<file path="src/rtl/bill_accum_pkg.sv">
// Shared constants and FSM state type for the bill accumulator.
// Amount width defaults to 13 bits (rupees up to 8191).
package bill_accum_pkg;

    localparam int WIDTH_DEF = 13;
    localparam int CNT_W_DEF = 8;
    localparam logic [WIDTH_DEF-1:0] AMT_MAX = 13'd8191;

    typedef enum logic [1:0] {
        ST_IDLE  = 2'd0,
        ST_ACCUM = 2'd1,
        ST_DONE  = 2'd2
    } bill_state_e;

endpackage

</file>
<file path="src/rtl/bill_accum_if.sv">
// Item/bill handshake bundle between a bill source (master) and the accumulator (slave).
interface bill_accum_if #(
    parameter int WIDTH = 13,
    parameter int CNT_W = 8
);
    logic             start;
    logic             item_valid;
    logic [WIDTH-1:0] item_amt;
    logic             item_ready;
    logic             finish;
    logic [WIDTH-1:0] total;
    logic             total_valid;
    logic             overflow;
    logic [CNT_W-1:0] item_count;
    logic             busy;

    modport master (
        output start, item_valid, item_amt, finish,
        input  item_ready, total, total_valid, overflow, item_count, busy
    );

    modport slave (
        input  start, item_valid, item_amt, finish,
        output item_ready, total, total_valid, overflow, item_count, busy
    );
endinterface

</file>
<file path="src/rtl/bill_accum_add_13bit.sv">
// Gate-level ripple-carry adder built from full-adder cells, carry-in tied low.
// Same cell structure as the existing 13-bit subtractor.
module add_13bit
    import bill_accum_pkg::*;
#(
    parameter int W = WIDTH_DEF
) (
    input  logic [W-1:0] a,
    input  logic [W-1:0] b,
    output logic [W-1:0] sum,
    output logic         cout
);
    logic [W:0] carry_s;

    assign carry_s[0] = 1'b0;

    for (genvar i = 0; i < W; i++) begin : g_fa
        assign sum[i]       = a[i] ^ b[i] ^ carry_s[i];
        assign carry_s[i+1] = (a[i] & b[i]) | (carry_s[i] & (a[i] ^ b[i]));
    end

    assign cout = carry_s[W];
endmodule

</file>
<file path="src/rtl/bill_accum.sv">
// Bill accumulator: sums item amounts between start and finish with saturation
// at full scale, a sticky overflow flag and a saturating item counter.
module bill_accum
    import bill_accum_pkg::*;
#(
    parameter int WIDTH = WIDTH_DEF,
    parameter int CNT_W = CNT_W_DEF
) (
    input  logic         clk,
    input  logic         rst_n,
    bill_accum_if.slave  bus
);
    bill_state_e      state_r;
    bill_state_e      state_nxt_s;
    logic [WIDTH-1:0] total_r;
    logic [WIDTH-1:0] total_nxt_s;
    logic [CNT_W-1:0] count_r;
    logic [CNT_W-1:0] count_nxt_s;
    logic             ovf_r;
    logic             ovf_nxt_s;
    logic             busy_r;
    logic             done_r;
    logic             ready_s;
    logic             xfer_s;
    logic [WIDTH-1:0] sum_s;
    logic             carry_s;

    assign ready_s = (state_r == ST_ACCUM) && !bus.start;
    assign xfer_s  = bus.item_valid && ready_s;

    add_13bit #(.W(WIDTH)) u_add (
        .a    (total_r),
        .b    (bus.item_amt),
        .sum  (sum_s),
        .cout (carry_s)
    );

    // Next-state logic; start always (re)opens a bill and beats finish
    always_comb begin
        state_nxt_s = state_r;
        case (state_r)
            ST_IDLE: begin
                if (bus.start) state_nxt_s = ST_ACCUM;
                else           state_nxt_s = ST_IDLE;
            end
            ST_ACCUM: begin
                if (bus.start)       state_nxt_s = ST_ACCUM;
                else if (bus.finish) state_nxt_s = ST_DONE;
                else                 state_nxt_s = ST_ACCUM;
            end
            ST_DONE: begin
                if (bus.start) state_nxt_s = ST_ACCUM;
                else           state_nxt_s = ST_DONE;
            end
            default: state_nxt_s = ST_IDLE;
        endcase
    end

    // Datapath next values; overflow pins the total at full scale for the rest of the bill
    always_comb begin
        total_nxt_s = total_r;
        count_nxt_s = count_r;
        ovf_nxt_s   = ovf_r;
        if (bus.start) begin
            total_nxt_s = {WIDTH{1'b0}};
            count_nxt_s = {CNT_W{1'b0}};
            ovf_nxt_s   = 1'b0;
        end else if (xfer_s) begin
            if (ovf_r || carry_s) begin
                total_nxt_s = {WIDTH{1'b1}};
                ovf_nxt_s   = 1'b1;
            end else begin
                total_nxt_s = sum_s;
                ovf_nxt_s   = 1'b0;
            end
            if (&count_r) begin
                count_nxt_s = count_r;
            end else begin
                count_nxt_s = count_r + {{(CNT_W-1){1'b0}}, 1'b1};
            end
        end else begin
            total_nxt_s = total_r;
            count_nxt_s = count_r;
            ovf_nxt_s   = ovf_r;
        end
    end

    // State, datapath and status flag registers
    always_ff @(posedge clk or negedge rst_n) begin
        if (!rst_n) begin
            state_r <= ST_IDLE;
            total_r <= {WIDTH{1'b0}};
            count_r <= {CNT_W{1'b0}};
            ovf_r   <= 1'b0;
            busy_r  <= 1'b0;
            done_r  <= 1'b0;
        end else begin
            state_r <= state_nxt_s;
            total_r <= total_nxt_s;
            count_r <= count_nxt_s;
            ovf_r   <= ovf_nxt_s;
            busy_r  <= (state_nxt_s == ST_ACCUM);
            done_r  <= (state_nxt_s == ST_DONE);
        end
    end

    assign bus.item_ready  = ready_s;
    assign bus.total       = total_r;
    assign bus.item_count  = count_r;
    assign bus.overflow    = ovf_r;
    assign bus.busy        = busy_r;
    assign bus.total_valid = done_r;
endmodule

</file>
<file path="src/flat_wrapper.sv">
// flat-port wrapper written by rule: the top's interface ports become plain ports
module bill_accum_flat import bill_accum_pkg::*;
#(
    parameter int WIDTH = WIDTH_DEF,
    parameter int CNT_W = CNT_W_DEF
)
  (clk, rst_n, bus_start, bus_item_valid, bus_item_amt, bus_finish, bus_item_ready, bus_total, bus_total_valid, bus_overflow, bus_item_count, bus_busy);
  bill_accum_if #(.WIDTH(WIDTH), .CNT_W(CNT_W)) bus_i ();
  input  logic clk;
  input  logic rst_n;
  input wire logic [$bits(bus_i.start)-1:0] bus_start;
  input wire logic [$bits(bus_i.item_valid)-1:0] bus_item_valid;
  input wire logic [$bits(bus_i.item_amt)-1:0] bus_item_amt;
  input wire logic [$bits(bus_i.finish)-1:0] bus_finish;
  output wire logic [$bits(bus_i.item_ready)-1:0] bus_item_ready;
  output wire logic [$bits(bus_i.total)-1:0] bus_total;
  output wire logic [$bits(bus_i.total_valid)-1:0] bus_total_valid;
  output wire logic [$bits(bus_i.overflow)-1:0] bus_overflow;
  output wire logic [$bits(bus_i.item_count)-1:0] bus_item_count;
  output wire logic [$bits(bus_i.busy)-1:0] bus_busy;
  assign bus_i.start = bus_start;
  assign bus_i.item_valid = bus_item_valid;
  assign bus_i.item_amt = bus_item_amt;
  assign bus_i.finish = bus_finish;
  assign bus_item_ready = bus_i.item_ready;
  assign bus_total = bus_i.total;
  assign bus_total_valid = bus_i.total_valid;
  assign bus_overflow = bus_i.overflow;
  assign bus_item_count = bus_i.item_count;
  assign bus_busy = bus_i.busy;
  bill_accum #(.WIDTH(WIDTH), .CNT_W(CNT_W)) u_core (.clk(clk), .rst_n(rst_n), .bus(bus_i));
endmodule
</file>
<file path="config.mk">
export PLATFORM = sky130hd
export DESIGN_NAME = bill_accum_flat
export DESIGN_NICKNAME = d
export VERILOG_FILES = /design/src/rtl/bill_accum_pkg.sv /design/src/rtl/bill_accum_if.sv /design/src/rtl/bill_accum_add_13bit.sv /design/src/rtl/bill_accum.sv /design/src/flat_wrapper.sv
export SDC_FILE = /design/constraint.sdc
export NUM_CORES = 1
export LEC_CHECK = 0
export CORE_MARGIN = 5
export CORE_UTILIZATION = 50
export CTS_BUF_LIST = sky130_fd_sc_hd__clkbuf_16
export DETAILED_ROUTE_END_ITERATION = 8
export GPL_TIMING_DRIVEN = 0
export PLACE_DENSITY = 0.92
export SLEW_MARGIN = 5
export SYNTH_ARGS = -nofsm -noshare
export SYNTH_HDL_FRONTEND = slang
export SYNTH_SLANG_ARGS = --single-unit
</file>
<file path="constraint.sdc">
create_clock -name clk -period 18.2 [get_ports clk]
set_clock_uncertainty 0.05 [all_clocks]
set_input_delay 3.64 -clock clk [delete_from_list [all_inputs] [get_ports clk]]
set_output_delay 3.64 -clock clk [all_outputs]
set_load 0.005 [all_outputs]
</file>
## Word-level counts from Yosys, hierarchy flattened

Cells that the tools add are included.

- $add $sub $neg: 1
- Eq/ne operators: 5
- Multiplexer cells: 14
- Bitwise gates (word level): 62
- Reductions and logical operators: 8

Operators with widths:

| cell | count |
|---|---|
| $mux W13 | 3 |
| $and A1 B1 Y1 | 25 |
| $xor A1 B1 Y1 | 25 |
| $mux W8 | 3 |
| $or A1 B1 Y1 | 12 |
| $add A8 B1 Y8 const B | 1 |
| $reduce_and A8 Y1 | 1 |
| $mux W2 | 3 |
| $pmux W2 S3 | 1 |
| $eq A2 B1 Y1 const B | 2 |
| $eq A2 B2 Y1 const B | 2 |
| $mux W1 | 4 |
| $logic_and A1 B1 Y1 | 2 |
| $logic_not A2 Y1 | 1 |
| $ne A2 B2 Y1 const B | 1 |
| $reduce_and A2 Y1 | 1 |
| $reduce_bool A2 Y1 | 1 |
| $logic_not A1 Y1 | 1 |
| $logic_or A1 B1 Y1 | 1 |

- Register bits after elaboration: 26
- Bits of input ports: 18
- Word-level logic and storage cells: 96

## Longest topological paths before layout

Gate-level depths: netlist (run 1).

- Depth after elaboration: 29
- Mapped depth: 19
- Gate-level depth less buffers: 18

## Modules after synthesis

From an unflattened synthesis (run 1), not the netlist that was laid out.

- Cell total of the unflattened synthesis: 148
- Area total of the unflattened synthesis: 1540.2 um^2

By module, submodules not included:

| module | instances | cells an instance | area an instance (um^2) | seq. area each (um^2) |
|---|---|---|---|---|
| bill_accum | 1 | 125 | 1249.9 | 650.6 |
| add_13bit | 1 | 23 | 290.3 | 0.0 |

## Worst setup path after synthesis (run 1)

Ideal clock, no wire load.

- Path type: input port to flip-flop
- Start: input port bus_item_amt[0]
- End: register u_core.total_r[0], in the netlist u_core.bus.total[0]
- Arrival: 8.886 ns
- Data required time: 18.028 ns
- Path slack: 9.142 ns
- Stages: 19
- Path buffers: 1
- Cells stage by stage: ha_1 -> fa_1 -> fa_1 -> fa_1 -> fa_1 -> fa_1 -> fa_1 -> fa_1 -> fa_1 -> fa_1 -> inv_1 -> fa_1 -> inv_1 -> fa_1 -> fa_1 -> or2_2 -> clkbuf_1 -> nor3_1 -> nor2_1

- Word-level cells in the longest chain between the ends: 29
- Elaborated cells on any way between the ends: 30
- Classes of those cells: mux (3); bitwise (26); reduce/logical (1)

RTL lines:

| what | RTL line | text |
|---|---|---|
| from (decl) | flat_wrapper.sv:13 | `input wire logic [$bits(bus_i.item_amt)-1:0] bus_item_amt;` |
| $and A1 B1 Y1 (2 in a row) | bill_accum_add_13bit.sv:19 | `assign carry_s[i+1] = (a[i] & b[i]) \| (carry_s[i] & (a[i] ^ b[i]));` |
| $or A1 B1 Y1 | bill_accum_add_13bit.sv:19 |  |
| $and A1 B1 Y1 | bill_accum_add_13bit.sv:19 |  |
| $or A1 B1 Y1 | bill_accum_add_13bit.sv:19 |  |
| $and A1 B1 Y1 | bill_accum_add_13bit.sv:19 |  |
| $or A1 B1 Y1 | bill_accum_add_13bit.sv:19 |  |
| $and A1 B1 Y1 | bill_accum_add_13bit.sv:19 |  |
| $or A1 B1 Y1 | bill_accum_add_13bit.sv:19 |  |
| [... 12 more ...] | -- |  |
| $and A1 B1 Y1 | bill_accum_add_13bit.sv:19 |  |
| $or A1 B1 Y1 | bill_accum_add_13bit.sv:19 |  |
| $and A1 B1 Y1 | bill_accum_add_13bit.sv:19 |  |
| $or A1 B1 Y1 | bill_accum_add_13bit.sv:19 |  |
| $logic_or A1 B1 Y1 | bill_accum.sv:69 | `if (ovf_r \|\| carry_s) begin` |
| $mux W13 (*) | bill_accum.sv:69 |  |
| $mux W13 (*) | bill_accum.sv:68 | `end else if (xfer_s) begin` |
| $mux W13 (*) | bill_accum.sv:64 | `if (bus.start) begin` |
| to (signal assigned) | bill_accum.sv:92 | `total_r <= {WIDTH{1'b0}};` |
| to (signal assigned) | bill_accum.sv:99 | `total_r <= total_nxt_s;` |
| to (decl) | bill_accum.sv:15 | `logic [WIDTH-1:0] total_r;` |

Every way passes the cells marked *; elsewhere a longest branch is shown, timed or not. The select of a mux whose other input is x is not followed.
A chain may end at the register's enable or synchronous reset.

## Worst setup path after layout (run 1)

- Start: input port bus_item_amt[0]
- End: register u_core.total_r[12], in the netlist u_core.bus.total[12]

- Word-level cells in the longest chain between the ends: 29
- Elaborated cells on any way between the ends: 30
- Classes of those cells: mux (3); bitwise (26); reduce/logical (1)

RTL lines:

| what | RTL line |
|---|---|
| $and A1 B1 Y1 (*) (2 in a row) | bill_accum_add_13bit.sv:19 |
| $or A1 B1 Y1 (*) | bill_accum_add_13bit.sv:19 |
| $and A1 B1 Y1 (*) | bill_accum_add_13bit.sv:19 |
| $or A1 B1 Y1 (*) | bill_accum_add_13bit.sv:19 |
| $and A1 B1 Y1 (*) | bill_accum_add_13bit.sv:19 |
| $or A1 B1 Y1 (*) | bill_accum_add_13bit.sv:19 |
| $and A1 B1 Y1 (*) | bill_accum_add_13bit.sv:19 |
| $or A1 B1 Y1 (*) | bill_accum_add_13bit.sv:19 |
| [... 12 more ...] | -- |
| $and A1 B1 Y1 (*) | bill_accum_add_13bit.sv:19 |
| $or A1 B1 Y1 (*) | bill_accum_add_13bit.sv:19 |
| $and A1 B1 Y1 | bill_accum_add_13bit.sv:19 |
| $or A1 B1 Y1 | bill_accum_add_13bit.sv:19 |
| $logic_or A1 B1 Y1 | bill_accum.sv:69 |
| $mux W13 (*) | bill_accum.sv:69 |
| $mux W13 (*) | bill_accum.sv:68 |
| $mux W13 (*) | bill_accum.sv:64 |

Marked as above.

==> results of run 1 <==
==> layer usage <==
| metal | vias to the layer above | wire length [um] | share of wire, % | GRT usage (%) |
|---|---|---|---|---|
| met1 | 638 | 1473 | 39 | 25.82 |
| met4 | 0 | 59 | 1.6 | 6.361 |
| li1 | 596 | - | - | - |
| met5 | - | 0 | 0 | 0 |
| met3 | 7 | 313 | 8.3 | 4.203 |
| met2 | 72 | 1946 | 51 | 33.46 |
==> layout make-up <==
type | instances | area share, %
multi-input cells | 98 | 37.23
flip-flops and latches | 26 | 32.00
repair buffers | 42 | 20.43
clock buffers | 3 | 3.692
well taps | 31 | 1.908
plain buffers | 8 | 1.785
clock inverters | 1 | 1.477
inverters | 8 | 1.477
==> cells in the final DEF (no fill, tap or decap), drive strengths merged, types with 5 or more instances in the layout <==
cell type      Yosys  final
clkdlybuf4s50      0     41
dfrtp             26     26
a21oi             20     20
nor2              15     15
nor3              12     12
fa                12     12
inv                8      8
buf                5      6
clkbuf             3      6
nand3              5      5
==> report_power, final <==
part	internal, mW	leakage [nW]	switching [mW]	total (mW)
Sequential	0.0628	0.344	0.00543	0.0682
Clock	0.0438	0.0511	0.0202	0.0640
Combinational	0.0213	0.473	0.0180	0.0392
Total	0.128	0.868	0.0436	0.171
==> critical path, stage by stage <==
cell,delay [ns]
clkdlybuf4s50_1,0.41
ha_1,0.19
fa_1,0.40
fa_1,0.40
fa_1,0.39
fa_1,0.40
fa_1,0.40
fa_1,0.40
fa_1,0.39
fa_1,0.39
fa_1,0.37
inv_1,0.09
fa_1,0.16
inv_1,0.06
fa_1,0.37
fa_1,0.38
or2_2,0.34
clkbuf_1,0.25
nor3_1,0.23
nor2_1,0.08
==> through the flow <==
stage	instance area, um^2	power [mW]	hold WS [ns]	utilization, %	cells
finish	2033	0.1714	0.4796	73.10	217
detailed placement	1933	0.1086	0.4668	69.50	213
global route	2033	0.1814	0.5171	73.10	217
floorplan	1474	0.08725	0.4575	-	140
global placement	1933	0.1064	0.4625	69.50	213
CTS	2038	0.1726	0.4830	73.28	217
==> logic make-up after synthesis <==
kind of cell               after synthesis
AOI/OAI and AO/OA                       36
adders and majority gates               14
buffers and inverters                   16
DFF                                     26
muxes                                    1
and+or+nand+nor                         47
==> state kept, by name (all words and copies together), names as in the netlist <==
signal                  flops
u_core.bus.busy             1
u_core.state_r              2
u_core.bus.item_count       8
u_core.bus.total           13
u_core.bus.overflow         1
u_core.bus.total_valid      1
==> worst paths after layout <==
| kind | slack [ns] | start | end |
|---|---|---|---|
| max in group asynchronous | 14.40 | rst_n | u_core.bus.overflow |
| hold reg to reg | 0.48 | u_core.bus.item_count[4] | u_core.bus.item_count[4] |
| hold / removal | 0.48 | u_core.bus.item_count[4] | u_core.bus.item_count[4] |
| min in group asynchronous | 3.32 | rst_n | u_core.bus.total[4] |
| setup / recovery | 8.55 | bus_item_amt[0] | u_core.bus.total[12] |
| setup reg to reg | 11.92 | u_core.bus.total[0] | u_core.bus.total[12] |
==> impl_metrics.py, run 1 <==
metrics = {
    "flow_run": {
        "maxCapViolations": 0,
    },
    "sta": {
        "final_hold_viol_count": 0,
        "rsz0062_at_grt": "no",
        "fmax_ghz": 0.1036,
        "drv_slew": 0,
        "timing.final.crit_share_pct": 53.04,
        "fin_ws_ns": 8.547,
        "finalSetupTns_ns": 0,
        "slew_headroom_pct": 62.10,
        "min_period_ns": 9.654,
        "finalSetupViolCount": 0,
        "worst_pin_slew_ns": 0.5541,
    },
    "synth": {
        "synth_seq_area_share_pct": 44.14,
        "netlist_area_um2": 1474,
        "yosysWarnings": 0,
        "synth_cell_type_count": 33,
        "synth_nets": 172,
        "synth_most_common_cell": "dfrtp_1",
        "yosys-mux-area-fraction_pct": 0.7640,
        "synthXorXnorAreaFrac_pct": 0,
        "synth_commonest_cells": "dfrtp_1, a21oi_1, nor2_1, fa_1, nor3_1",
        "synth.top_cell.area_share_pct": 44.14,
        "synth_flop_cell": "dfrtp_1",
        "synthSimpleGateAreaFrac_pct": 16.98,
        "async_reset_ff_share_pct": 100.0,
        "synthTopCellsByArea": "dfrtp_1, fa_1, a21oi_1",
        "ys_seq_elements": 26,
        "avgSynthCellArea_um2": 10.53,
        "synth_compound_area_share_pct": 15.62,
        "synth-edff-count": 0,
        "synth_fa_ha_area_share_pct": 18.00,
        "synth_top_family_by_area": "adder cells",
        "yosysTopAreaCell": "dfrtp_1",
        "netlist_instances": 140,
    },
    "global_route": {
        "antenna_found_initial": 0,
        "grt_overflow_total": 0,
        "grt_util_all_layers_pct": 20.00,
        "grt_pass1_wl_mm": 6.665,
        "grt_pass1_vias": 1388,
        "grt_max_degree": 27,
    },
    "min_path": {
        "hp-class": "reg2reg",
        "min_path_cells": 1,
    },
    "clock_network": {
        "cts.sinks": 26,
        "post_cts_resized": 0,
        "cts_hold_buf": 0,
        "ctsHtreeMaxLevel": 1,
        "ctsRootBufferMaster": "clkbuf_16",
        "cts.reportedPaths.clkPinSlew_ns": 0.07,
        "clockBufferDepth": 2,
        "tritoncts": "yes",
        "cts_buffers": 3,
        "cts_setup_buffers": 0,
        "clk_latency_ns": 0.26,
    },
    "floorplan": {
        "start_util_pct": 52.99,
        "die_w_um": 64.30,
        "dieArea_um2": 4134,
        "row_count": 19,
        "die_y_um": 64.30,
        "core_area_um2": 2781,
        "pin_count": 43,
    },
    "pwr": {
        "power.leakage_nw": 0.8683,
        "irDropWorstVdd_uv": 70.52,
        "power_density_nw_per_um2": 84.31,
    },
    "placed_design": {
        "routabilityCongestion": 0.8123,
        "post-dp-hpwl_mm": 2.870,
        "portBuffers": 42,
        "place_ws_ns": 8.299,
    },
    "setup_path": {
        "cp.arrival_ns": 9.75,
        "r2r_cells": 19,
        "critical_path_class": "in2reg",
        "crit_fanout": 10,
        "worstPathRequired_ns": 18.30,
        "cp-end-kind": "register",
        "startpoint_type": "primary input",
    },
    "finish": {
        "seq_area_um2": 650.6,
        "nFillCells": 225,
        "synthToLayoutAreaGrowth_pct": 37.95,
        "nets": 219,
        "multi_input_area_um2": 757.0,
        "diodes": 0,
        "drive_above_1_share_pct": 6.989,
    },
    "routing": {
        "dr.first_iter.drc_count": 89,
        "routed_via_density": 6.051,
        "wl_per_cell_um": 17.47,
        "ant_nets": 0,
        "drc": 0,
        "first_pass_iters": 4,
        "vias": 1313,
        "drt-total-wl_mm": 3.792,
    },
    "status": {
        "outcome": "finished, final reports clean",
    },
}
No activity file was read; power rests on OpenSTA's default activity.
==> run 2, diff against run 1 <==
Settings changed: CORE_UTILIZATION 50 to 42, PLACE_DENSITY 0.92 to 0.83.
Clock period 18.2 ns to 8.1 ns, I/O delays scaled along.
==> run 2 against run 1 <==
  * Sequential power rose by 130%
  * Core utilization down 13 points
  * Register-to-register slack worse by 10 ns
  * Flip-flop and latch count did not move
  * Count of clock-buffer cells in the layout unchanged
  * Setup slack lost 8.1 ns
  * Via count down 3.6%
  * Clock power is 69% higher
  * Die area up 16%
  * Total power is 100% higher
  * Combinational power is 130% higher
  * First-iteration DRC count shrank 30%
  * Critical endpoint is now u_core.bus.total[8]
==> impl_metrics.py, run 2 (same netlist as run 1, synthesis figures left out) <==
metrics = {
    "status": {
        "outcome": "finished, final reports clean",
    },
    "setup_path": {
        "worstPathRequired_ns": 8.19,
        "critical_path_class": "in2reg",
        "cp-end-kind": "register",
        "startpoint_type": "primary input",
        "crit_fanout": 10,
        "cp.arrival_ns": 7.75,
        "r2r_slack_ns": 1.79,
    },
    "routing": {
        "first_pass_iters": 4,
        "wl_met1_mm": 1.619,
        "wl_met2_mm": 1.854,
        "wl_met3_um": 204,
        "top_layer_used": "met4",
        "routed_via_density": 5.457,
        "dr.first_iter.drc_count": 62,
        "wl_per_cell_um": 15.93,
        "ant_nets": 0,
        "vias": 1266,
        "drc": 0,
        "drt-total-wl_mm": 3.695,
    },
    "finish": {
        "final_cells": 232,
        "nFillCells": 330,
        "nets": 219,
        "seq_area_um2": 650.6,
        "drive_above_1_share_pct": 6.452,
        "fin_util_pct": 60.23,
        "multi_input_area_um2": 757.0,
        "largest_register_ff_count": 13,
        "final_cell_mix": "clkdlybuf4s50_1, dfrtp_1, a21oi_1",
        "synthToLayoutAreaGrowth_pct": 37.44,
        "final_area_um2": 2026,
        "diodes": 0,
        "mostFrequentLayoutCell": "clkdlybuf4s50_1",
    },
    "global_route": {
        "grt_max_degree": 27,
        "grt_util_all_layers_pct": 15.93,
        "grt_pass1_vias": 1370,
        "grt_pass1_wl_mm": 6.444,
        "antenna_found_initial": 0,
        "grt_overflow_total": 0,
    },
    "clock_network": {
        "ctsRootBufferMaster": "clkbuf_16",
        "cts_buffers": 3,
        "clk_latency_ns": 0.26,
        "cts.sinks": 26,
        "cts.reportedPaths.clkPinSlew_ns": 0.06,
        "cts_setup_buffers": 0,
        "post_cts_resized": 0,
        "cts_hold_buf": 0,
        "clockBufferDepth": 2,
        "tritoncts": "yes",
        "ctsHtreeMaxLevel": 1,
    },
    "sta": {
        "slew_headroom_pct": 61.16,
        "min_period_ns": 7.665,
        "timing.final.crit_share_pct": 94.63,
        "finalSetupTns_ns": 0,
        "finalSetupViolCount": 0,
        "drv_slew": 0,
        "rsz0062_at_grt": "no",
        "worst_pin_slew_ns": 0.5826,
        "whs_ns": 0.4935,
        "final_hold_viol_count": 0,
        "fmax_ghz": 0.1305,
    },
    "floorplan": {
        "pin_count": 43,
        "core_area_um2": 3363,
        "die_w_um": 69.24,
        "dieArea_um2": 4794,
        "die_y_um": 69.24,
        "row_count": 21,
        "start_util_pct": 43.82,
    },
    "placed_design": {
        "portBuffers": 42,
        "post-dp-hpwl_mm": 2.784,
        "dpl_cell_area_um2": 1952,
        "routabilityCongestion": 0.8391,
        "dp_cells": 228,
    },
    "pwr": {
        "irDropWorstVdd_uv": 86.16,
        "power_density_nw_per_um2": 173.2,
        "power.leakage_nw": 0.8558,
    },
    "flow_run": {
        "maxCapViolations": 0,
    },
    "min_path": {
        "hp-class": "reg2reg",
    },
}
-- run 2: cell count changes in the layout (fill, tap and decap cells not counted) --
cell and change:
bufinv_16 -1, clkinv_1 +1
-- run 2: through the flow --
| stage | power, mW | setup WS [ns] |
|---|---|---|
| after global placement | 0.2400 | 0.3285 |
| after global routing | 0.3703 | 0.1741 |
| after floorplan | 0.1961 | 1.062 |
| after detailed placement | 0.2460 | 0.2082 |
| final | 0.3508 | 0.4347 |
| after CTS | 0.3552 | 0.3610 |
-- run 2: area by class of cell --
| cell class | instances | area share, % |
|---|---|---|
| Multi-Input combinational cell | 98 | 37.37 |
| Sequential cell | 26 | 32.12 |
| Timing Repair Buffer | 42 | 20.51 |
| Clock buffer | 3 | 3.706 |
| Tap cell | 46 | 2.841 |
| Buffer | 8 | 1.791 |
| Inverter | 8 | 1.482 |
| Clock inverter | 1 | 0.1853 |
-- run 2: critical path, cell delays in order --
cell	delay (ns)
clkdlybuf4s50_1	0.40
ha_1	0.19
fa_1	0.39
fa_1	0.39
fa_1	0.39
fa_1	0.39
fa_1	0.39
fa_1	0.42
fa_1	0.41
fa_1	0.40
fa_1	0.37
inv_1	0.07
fa_1	0.17
inv_1	0.06
fa_1	0.37
fa_1	0.39
or2_2	0.35
clkbuf_1	0.24
nor3_1	0.24
nor2_1	0.08
-- run 2: power by group --
| part | leakage (nW) | total (mW) | switching [mW] | internal (mW) |
|---|---|---|---|---|
| Combinational | 0.473 | 0.0891 | 0.0407 | 0.0484 |
| Clock | 0.0385 | 0.108 | 0.0422 | 0.0660 |
| Sequential | 0.344 | 0.154 | 0.0125 | 0.141 |
| Total | 0.856 | 0.351 | 0.0953 | 0.255 |
-- run 2: path summary, 6_finish.rpt --
kind | to | depth (start not counted) | start
setup / recovery | u_core.bus.total[8] | 20 | bus_item_amt[0]
hold / removal | u_core.bus.item_count[4] | 1 | u_core.bus.item_count[4]
setup reg to reg | u_core.bus.total[8] | 19 | u_core.bus.total[0]
hold reg to reg | u_core.bus.item_count[4] | 1 | u_core.bus.item_count[4]
max in group asynchronous | u_core.bus.total[0] | 1 | rst_n
min in group asynchronous | u_core.bus.total[12] | 1 | rst_n
-- run 2: metal layers --
| layer | GRT usage [%] | vias to the layer above |
|---|---|---|
| li1 | - | 596 |
| met1 | 20.78 | 623 |
| met2 | 27.54 | 44 |
| met3 | 3.478 | 3 |
| met4 | 2.603 | 0 |
| met5 | 0 | - |
==> run 3, diff against run 2 <==
Settings changed: CORE_UTILIZATION 42 to 43, PLACE_DENSITY 0.83 to 0.84, SYNTH_HIERARCHICAL set to 1.
==> run 3 against run 2 <==
  * Count of clock-buffer cells in the layout unchanged
  * Highest routed layer unchanged
  * Critical endpoint is now u_core/bus.total[8]
  * Synthesized cell count up 5.7%
  * Clock power about the same
  * Total power up 0.64%
  * Fmax up 1.1%
  * Flip-flop and latch count unchanged
==> impl_metrics.py, run 3 <==
metrics = {
    "setup_path": {
        "worstPathRequired_ns": 8.19,
        "crit_buf_inv": 7,
        "slowest_stage": "clkdlybuf4s50_1",
        "slowest_delay_ns": 0.41,
        "crit_fanout": 10,
        "crit_chain": "clkdlybuf4s50_1 -> ha_1 -> inv_1 -> fa_1 -> inv_1 -> fa_1 -> fa_1 -> fa_1 -> fa_1 -> fa_1 -> fa_1 -> fa_1 -> fa_1 -> fa_1 -> fa_1 -> inv_1 -> fa_1 -> inv_1 -> or2_1 -> clkbuf_1 -> clkbuf_1 -> nor3_1 -> a21oi_1",
        "critical_path_class": "in2reg",
        "startpoint_type": "primary input",
        "cp-end-kind": "register",
        "cp_top_family": "adder cells",
        "path_common_cell": "fa_1",
        "cp.arrival_ns": 7.67,
    },
    "sta": {
        "rsz0062_at_grt": "no",
        "finalSetupTns_ns": 0,
        "min_period_ns": 7.582,
        "drv_slew": 0,
        "worst_pin_slew_ns": 0.5638,
        "slew_headroom_pct": 62.41,
        "fmax_ghz": 0.1319,
        "final_hold_viol_count": 0,
        "timing.final.crit_share_pct": 93.60,
        "whs_ns": 0.5111,
        "finalSetupViolCount": 0,
    },
    "finish": {
        "final_cells": 239,
        "mostFrequentLayoutCell": "clkdlybuf4s50_1",
        "drive_above_1_share_pct": 6.736,
        "synthToLayoutAreaGrowth_pct": 35.58,
        "diodes": 0,
        "final_area_um2": 2088,
        "final_cell_mix": "clkdlybuf4s50_1, dfrtp_1, a21oi_1",
        "nets": 227,
        "largest_register_ff_count": 13,
    },
    "clock_network": {
        "ctsRootBufferMaster": "clkbuf_16",
        "tritoncts": "yes",
        "cts.sinks": 26,
        "cts_setup_buffers": 0,
        "post_cts_resized": 0,
        "clk_latency_ns": 0.26,
        "clockBufferDepth": 2,
        "cts_hold_buf": 0,
        "ctsHtreeMaxLevel": 1,
        "cts.reportedPaths.clkPinSlew_ns": 0.06,
        "cts_buffers": 3,
    },
    "synth": {
        "avgSynthCellArea_um2": 10.41,
        "synth_commonest_cells": "dfrtp_1, a21oi_1, nor3_1, nand2b_1",
        "synth_nets": 180,
        "synth_flop_cell": "dfrtp_1",
        "netlist_instances": 148,
        "netlist_area_um2": 1540,
        "yosysTopAreaCell": "dfrtp_1",
        "ys_seq_elements": 26,
        "yosysWarnings": 6,
        "async_reset_ff_share_pct": 100.0,
        "synth_seq_area_share_pct": 42.24,
        "synth-edff-count": 0,
        "synth_most_common_cell": "dfrtp_1",
        "synthTopCellsByArea": "dfrtp_1, fa_1, a21oi_1",
        "synth_cell_type_count": 32,
        "synth.top_cell.area_share_pct": 42.24,
    },
    "global_route": {
        "grt_max_degree": 27,
        "grt_util_all_layers_pct": 16.05,
        "grt_pass1_wl_mm": 6.389,
        "grt_pass1_vias": 1325,
        "antenna_found_initial": 0,
        "grt_overflow_total": 0,
    },
    "placed_design": {
        "routabilityCongestion": 0.7535,
        "dpl_cell_area_um2": 2018,
        "dp_cells": 236,
        "post-dp-hpwl_mm": 2.763,
        "portBuffers": 42,
    },
    "pwr": {
        "power_density_nw_per_um2": 169.1,
        "power.leakage_nw": 0.8874,
        "irDropWorstVdd_uv": 71.50,
        "total_power_mw": 0.3530,
    },
    "floorplan": {
        "start_util_pct": 45.44,
        "die_y_um": 69.85,
        "dieArea_um2": 4879,
        "pin_count": 43,
        "row_count": 21,
        "core_area_um2": 3390,
        "die_w_um": 69.85,
    },
    "routing": {
        "vias": 1294,
        "wl_per_cell_um": 15.82,
        "dr.first_iter.drc_count": 94,
        "routed_via_density": 5.414,
        "first_pass_iters": 4,
        "drt-total-wl_mm": 3.780,
        "ant_nets": 0,
        "drc": 0,
    },
    "status": {
        "outcome": "finished, final reports clean",
    },
    "min_path": {
        "hp-class": "reg2reg",
    },
    "flow_run": {
        "maxCapViolations": 0,
    },
}
run 3: cell count changes after synthesis, sizes merged, moves of 2 or more:
cell / before / now
a41oi: 2 / 0
nand2b: 1 / 16
buf: 5 / 3
nor2: 15 / 2
a211oi: 3 / 1
clkbuf: 3 / 5
a22o: 2 / 0
nor3: 12 / 17
inv: 8 / 12
and3: 1 / 5
run 3: logic make-up after synthesis:
family                     after synthesis  synth area share (%)
and+or+nand+nor                         56                 21.85
AOI/OAI and AO/OA                       31                 12.67
DFF                                     26                 42.24
buffers and inverters                   20                 5.280
adders and majority gates               14                 17.22
muxes                                    1                0.7311
run 3: worst reg2reg max path: cells and delay by family (launching register included):
kind | cells | cell delay (ns)
AO/OA/AOI/OAI | 1 | 0.06
adder cells (fa/ha/maj) | 13 | 4.43
buffers and inverters | 6 | 0.67
flip-flops | 1 | 0.39
AND/OR/NAND/NOR | 2 | 0.46
run 3: worst paths after layout:
| check | from | end | slack [ns] | depth (start not counted) |
|---|---|---|---|---|
| max | bus_item_amt[0] | u_core/bus.total[8] | 0.52 | 23 |
| min | u_core/bus.total[1] | u_core/bus.total[1] | 0.51 | 2 |
| max reg2reg | u_core/bus.total[0] | u_core/bus.total[8] | 1.88 | 22 |
| min reg2reg | u_core/bus.total[1] | u_core/bus.total[1] | 0.51 | 2 |
| max in group asynchronous | rst_n | u_core/bus.item_count[5] | 6.33 | 1 |
| min in group asynchronous | rst_n | u_core/bus.total[6] | 1.30 | 1 |
run 3: area by class of cell:
| class | instances | area, um^2 |
|---|---|---|
| tap | 46 | 57.56 |
| clock buffer | 3 | 75.07 |
| fill | 287 | 1301 |
| inverter | 12 | 45.04 |
| sequential | 26 | 650.6 |
| timing repair buffer | 42 | 415.4 |
| multi-input combinational | 102 | 808.3 |
| buffer | 8 | 36.28 |
run 3: where the power goes:
part           leakage, nW  total [mW]  switching (mW)  internal [mW]
Combinational        0.506      0.0916          0.0416         0.0500
Clock               0.0370       0.107          0.0417         0.0653
Sequential           0.344       0.154          0.0134          0.141
Total                0.887       0.353          0.0967          0.256
run 3: per-layer routing:
layer / vias to the layer above / global-route usage, % / wire (um)
li1: 603 / - / -
met1: 640 / 20.13 / 1539
met2: 43 / 27.91 / 2003
met3: 8 / 2.296 / 169
met4: 0 / 5.957 / 68
met5: - / 0 / 0
run 3: per-stage QoR:
stage,util [%],worst slack (ns)
2_1_floorplan,-,1.203
4_1_cts,61.76,0.4871
3_3_place_gp,59.54,0.4562
6_report,61.61,0.5182
3_5_place_dp,59.54,0.2649
5_1_grt,61.61,0.2222
